==> src/rtl/input_conditioner.sv <==
// Key/switch front end: synchronizes raw inputs, debounces the key and latches the switch word on each accepted press.
// state        | meaning
// IDLE         | key released and stable
// PRESS_WAIT   | key seen pressed, counting stable cycles
// HELD         | press accepted, key still down
// RELEASE_WAIT | key seen released, counting stable cycles
module input_conditioner #(
   parameter int DEBOUNCE_CYCLES = 50000,
   parameter int CNT_W           = 16
) (
   input  logic       clock,
   input  logic       reset,
   input  logic       trigger_raw,
   input  logic [9:0] sw_raw,
   input  logic       in_ack,
   output logic       trigger,
   output logic [9:0] in,
   output logic       in_valid,
   output logic       overrun,
   output logic       key_level
);

   typedef enum logic [1:0] {
      IDLE         = 2'd0,
      PRESS_WAIT   = 2'd1,
      HELD         = 2'd2,
      RELEASE_WAIT = 2'd3
   } state_t;

   localparam logic [CNT_W-1:0] CNT_LAST = CNT_W'(DEBOUNCE_CYCLES - 1);

   logic             key_s1;
   logic             key_s2;
   logic [9:0]       sw_s1;
   logic [9:0]       sw_s2;
   state_t           state;
   logic [CNT_W-1:0] cnt;
   logic             press_event;

   always_ff @(posedge clock) begin
      if (reset) begin
         key_s1 <= 1'b0;
         key_s2 <= 1'b0;
         sw_s1  <= '0;
         sw_s2  <= '0;
      end else begin
         key_s1 <= trigger_raw;
         key_s2 <= key_s1;
         sw_s1  <= sw_raw;
         sw_s2  <= sw_s1;
      end
   end

   // The press is accepted on the cycle the last stable count is confirmed.
   assign press_event = (state == PRESS_WAIT) && key_s2 && (cnt == CNT_LAST);

   always_ff @(posedge clock) begin
      if (reset) begin
         state     <= IDLE;
         cnt       <= '0;
         key_level <= 1'b0;
      end else begin
         case (state)
            IDLE: begin
               if (key_s2) begin
                  state <= PRESS_WAIT;
                  cnt   <= '0;
               end
            end
            PRESS_WAIT: begin
               if (!key_s2) begin
                  state <= IDLE;
               end else if (cnt == CNT_LAST) begin
                  state     <= HELD;
                  key_level <= 1'b1;
               end else begin
                  cnt <= cnt + 1'b1;
               end
            end
            HELD: begin
               if (!key_s2) begin
                  state <= RELEASE_WAIT;
                  cnt   <= '0;
               end
            end
            RELEASE_WAIT: begin
               if (key_s2) begin
                  state <= HELD;
               end else if (cnt == CNT_LAST) begin
                  state     <= IDLE;
                  key_level <= 1'b0;
               end else begin
                  cnt <= cnt + 1'b1;
               end
            end
            default: begin
               state     <= IDLE;
               cnt       <= '0;
               key_level <= 1'b0;
            end
         endcase
      end
   end

   // An ack in the event cycle frees the slot before the new press claims it.
   always_ff @(posedge clock) begin
      if (reset) begin
         trigger  <= 1'b0;
         in       <= '0;
         in_valid <= 1'b0;
         overrun  <= 1'b0;
      end else begin
         trigger <= 1'b0;
         if (press_event && (!in_valid || in_ack)) begin
            trigger  <= 1'b1;
            in       <= sw_s2;
            in_valid <= 1'b1;
         end else begin
            if (in_ack) begin
               in_valid <= 1'b0;
            end
            if (press_event) begin
               overrun <= 1'b1;
            end
         end
      end
   end

endmodule

==> config.mk <==
export PLATFORM = sky130hd
export DESIGN_NAME = input_conditioner
export DESIGN_NICKNAME = d
export VERILOG_FILES = /design/src/rtl/input_conditioner.sv
export SDC_FILE = /design/constraint.sdc
export NUM_CORES = 1
export LEC_CHECK = 0
export ABC_AREA = 1
export CAP_MARGIN = 20
export CORE_ASPECT_RATIO = 1.75
export CORE_MARGIN = 3
export CORE_UTILIZATION = 25
export DETAILED_ROUTE_END_ITERATION = 10
export PLACE_DENSITY = 0.49
export SLEW_MARGIN = 0
export SYNTH_ARGS = -nofsm -noshare
export SYNTH_HDL_FRONTEND = slang
export SYNTH_SLANG_ARGS = --single-unit
==> constraint.sdc <==
create_clock -name clock -period 1.8 [get_ports clock]
set_input_delay 0.36 -clock clock [delete_from_list [all_inputs] [get_ports clock]]
set_output_delay 0.36 -clock clock [all_outputs]
set_load 0.05 [all_outputs]
==> results.yml <==
setup_path:
  r2r-end: "cnt[3]$_SDFFE_PP0P_"
  path_class: "flip-flop to flip-flop"
  cp-start-kind: "flip-flop"
  cp-startpoint: "cnt[1]$_SDFFE_PP0P_"
  reg2reg_from: "cnt[1]$_SDFFE_PP0P_"
  worstPathMaxFanout: 12
  reg2regPathDepth: 8
  cp-end-kind: "flip-flop"
  r2r_slack_ns: 0.18
  critical_path_arrival_ns: 1.80
  worstPathRequired_ns: 1.98
worst_hold_path:
  min-delay-start: "sw_s1[4]$_SDFF_PP0_"
  hp-class: "flip-flop to flip-flop"
  hold_end: "sw_s2[4]$_SDFF_PP0_"
  hold_depth: 2
clocking:
  cts_tree: "built"
  ctsHoldBuffers: 0
  cts_sinks: 54
  htreeDepth: 2
  insertion_delay_ns: 0.29
  clk_pin_slew_ns: 0.07
  ctsResizeCount: 0
  cts_buffers: 5
  clockRootBuffer: "clkbuf_16"
  post_cts_buffers: 0
  cts_buffer_depth: 2
floorplan:
  design.core.area_mm2: 0.00884
  initial_core_util: 0.263
  fp.dieW_um: 78.8
  die_h_um: 133
  num_rows: 45
  dieArea_mm2: 0.0105
  io_pins: 28
grt:
  grt_pass1_wl_um: 8640
  antenna_found_initial: 0
  grt_max_degree: 23
  grt-ovfl-total: 0
  grt_pass1_vias: 1896
  grt_use_total: 0.105
placement:
  hpwl_um: 3870
  port_buffers: 27
  place_congestion: 0.865
synthesis:
  syn_inst: 332
  yosys.area.top_type: "dfxtp_1"
  synth.cell_area_mm2: 0.00232
  synth_area_per_cell_um2: 6.99
  synthTopCellsByArea: "dfxtp_1 (47%), nand2_1 (12%), nor2_1 (11%)"
  synth_top_area_share: 0.466
  syn-num-nets: 347
  ys_ff_latch: 54
  ys_types: 27
  yosys_warnings: 0
  ys_seq_area_frac: 0.466
power:
  p_per_area_mw_per_mm2: 804
  fin_total_pwr_mw: 2.32
  leakage_nw: 1.24
  vdd_ir_drop_max_uv: 583
drt:
  dr.pass1.iters: 4
  post-route-drc-count: 0
  ant_nets: 0
  vias_per_cell: 4.09
  vias: 1986
  dr.first_iter.drc_count: 77
  routed_wl_um: 5070
  wl_per_cell_um: 10.4
timing:
  setup_viol: 0
  finalSetupTns_ns: 0
  worstMarginPinSlew_ns: 0.410
  fin_crit_ns: 1.62
  maxSlewViolCount: 0
  fin_worst_skew_ns: 0.00503
  rsz0062_at_grt: "false"
  slew_headroom: 0.727
  min_period_over_period: 0.899
  fmaxAchievable_mhz: 618
  finalHoldViolations: 0
layout:
  antenna_cells: 0
  areaGrowthSynthToFinish_pct: 24.5
  drive_above_1_share: 0.133
  nNetsFinal: 383
  final_util: 0.327
flow_run:
  cap_violations: 0
run_status:
  run_status: "finished clean"
## where the power goes
part	internal [mW]	switching, mW	total [mW]	leakage, nW
Combinational	0.0481	0.0541	0.102	0.723
Sequential	1.22	0.00594	1.22	0.440
Clock	0.531	0.467	0.999	0.0759
## synthesized netlist by cell type
master,count
nand2_1,75
nor2_1,67
inv_1,59
dfxtp_1,54
a21oi_1,15
nand3_1,12
clkbuf_1,5
nand4_1,5
buf_6,4
nor3_1,4
inv_2,3
nand2_2,3
nand3_2,3
o21ai_0,3
o21ai_1,3
xor2_1,3
nor2_2,2
nor2_4,2
nor3b_1,2
a21oi_2,1
buf_2,1
clkinv_1,1
ha_1,1
nand3b_1,1
nor3_4,1
o21a_1,1
o21bai_1,1
## how the worst max path moves through the flow
| stage | to | slack [ns] | cells after the start |
|---|---|---|---|
| 6_report | cnt[3]$_SDFFE_PP0P_ | 0.18 | 8 |
| 2_1_floorplan | in[0]$_SDFFE_PP0P_ | 0.33 | 9 |
| 3_5_place_dp | cnt[10]$_SDFFE_PP0P_ | 0.07 | 7 |
| 5_1_grt | in[9]$_SDFFE_PP0P_ | 0.01 | 9 |
| 3_3_place_gp | cnt[10]$_SDFFE_PP0P_ | 0.08 | 7 |
| 4_1_cts | in[2]$_SDFFE_PP0P_ | 0.18 | 9 |
## per-stage QoR
stage | cell area [um2] | setup WS [ns] | hold WS, ns | std cells
after floorplan | 2320 | 0.333 | 0.388 | 332
after global placement | 2740 | 0.0830 | 0.389 | 478
after detailed placement | 2740 | 0.0666 | 0.393 | 478
after CTS | 2890 | 0.180 | 0.404 | 486
after global routing | 2890 | 0.0110 | 0.416 | 486
final | 2890 | 0.182 | 0.402 | 486
## cells in the final DEF, fill, tap and decap left out, types with 3 or more instances in the layout
cell type,Yosys,layout
nand2_2,3,3
nand3_1,12,12
a21oi_1,15,15
o21ai_0,3,3
inv_2,3,3
clkdlybuf4s50_1,0,13
inv_1,59,59
o21ai_1,3,3
nor2_1,67,67
nand2_1,75,75
dfxtp_1,54,54
nand4_1,5,5
buf_4,0,25
clkbuf_16,0,5
nor3_1,4,4
xor2_1,3,3
nand3_2,3,3
## registers in the layout, indices dropped and copies added (netlist names), named ones only
signal     flops
cnt           16
in            10
in_valid       1
key_level      1
key_s1         1
key_s2         1
overrun        1
state          1
sw_s1         10
sw_s2         10
trigger        1
## routing by layer
metal,up-vias,wire length [um],GRT usage,share of wire
met5,-,0,0,0
met4,0,211,0.0641,0.042
met3,15,191,0.0230,0.038
met2,46,2680,0.192,0.53
met1,864,1990,0.106,0.39
li1,1061,-,-,-
## critical path: stages, from the launching register on
cell     delay, ns
dfxtp_1       0.37
ha_1          0.22
nand3_2       0.14
nor2_2        0.19
nand3_2       0.10
nand2_2       0.24
inv_1         0.12
nand2_1       0.07
a21oi_1       0.05
## layout make-up
type / count / area (um2)
Clock buffer: 5 / 125
Clock inverter: 3 / 28.8
Fill cell: 991 / 5950
Inverter: 63 / 236
Multi-Input combinational cell: 205 / 935
Sequential cell: 54 / 1080
Tap cell: 117 / 146
Timing Repair Buffer: 39 / 338
## cells by family after synthesis
logic type,count (synthesis),share of synthesized area
simple gates,177,0.330
fa+ha+maj,1,0.00539
xor+xnor,3,0.0113
buf+inv,73,0.132
compound gates,24,0.0555
flops,54,0.466
(Power assumes the default switching activity.)
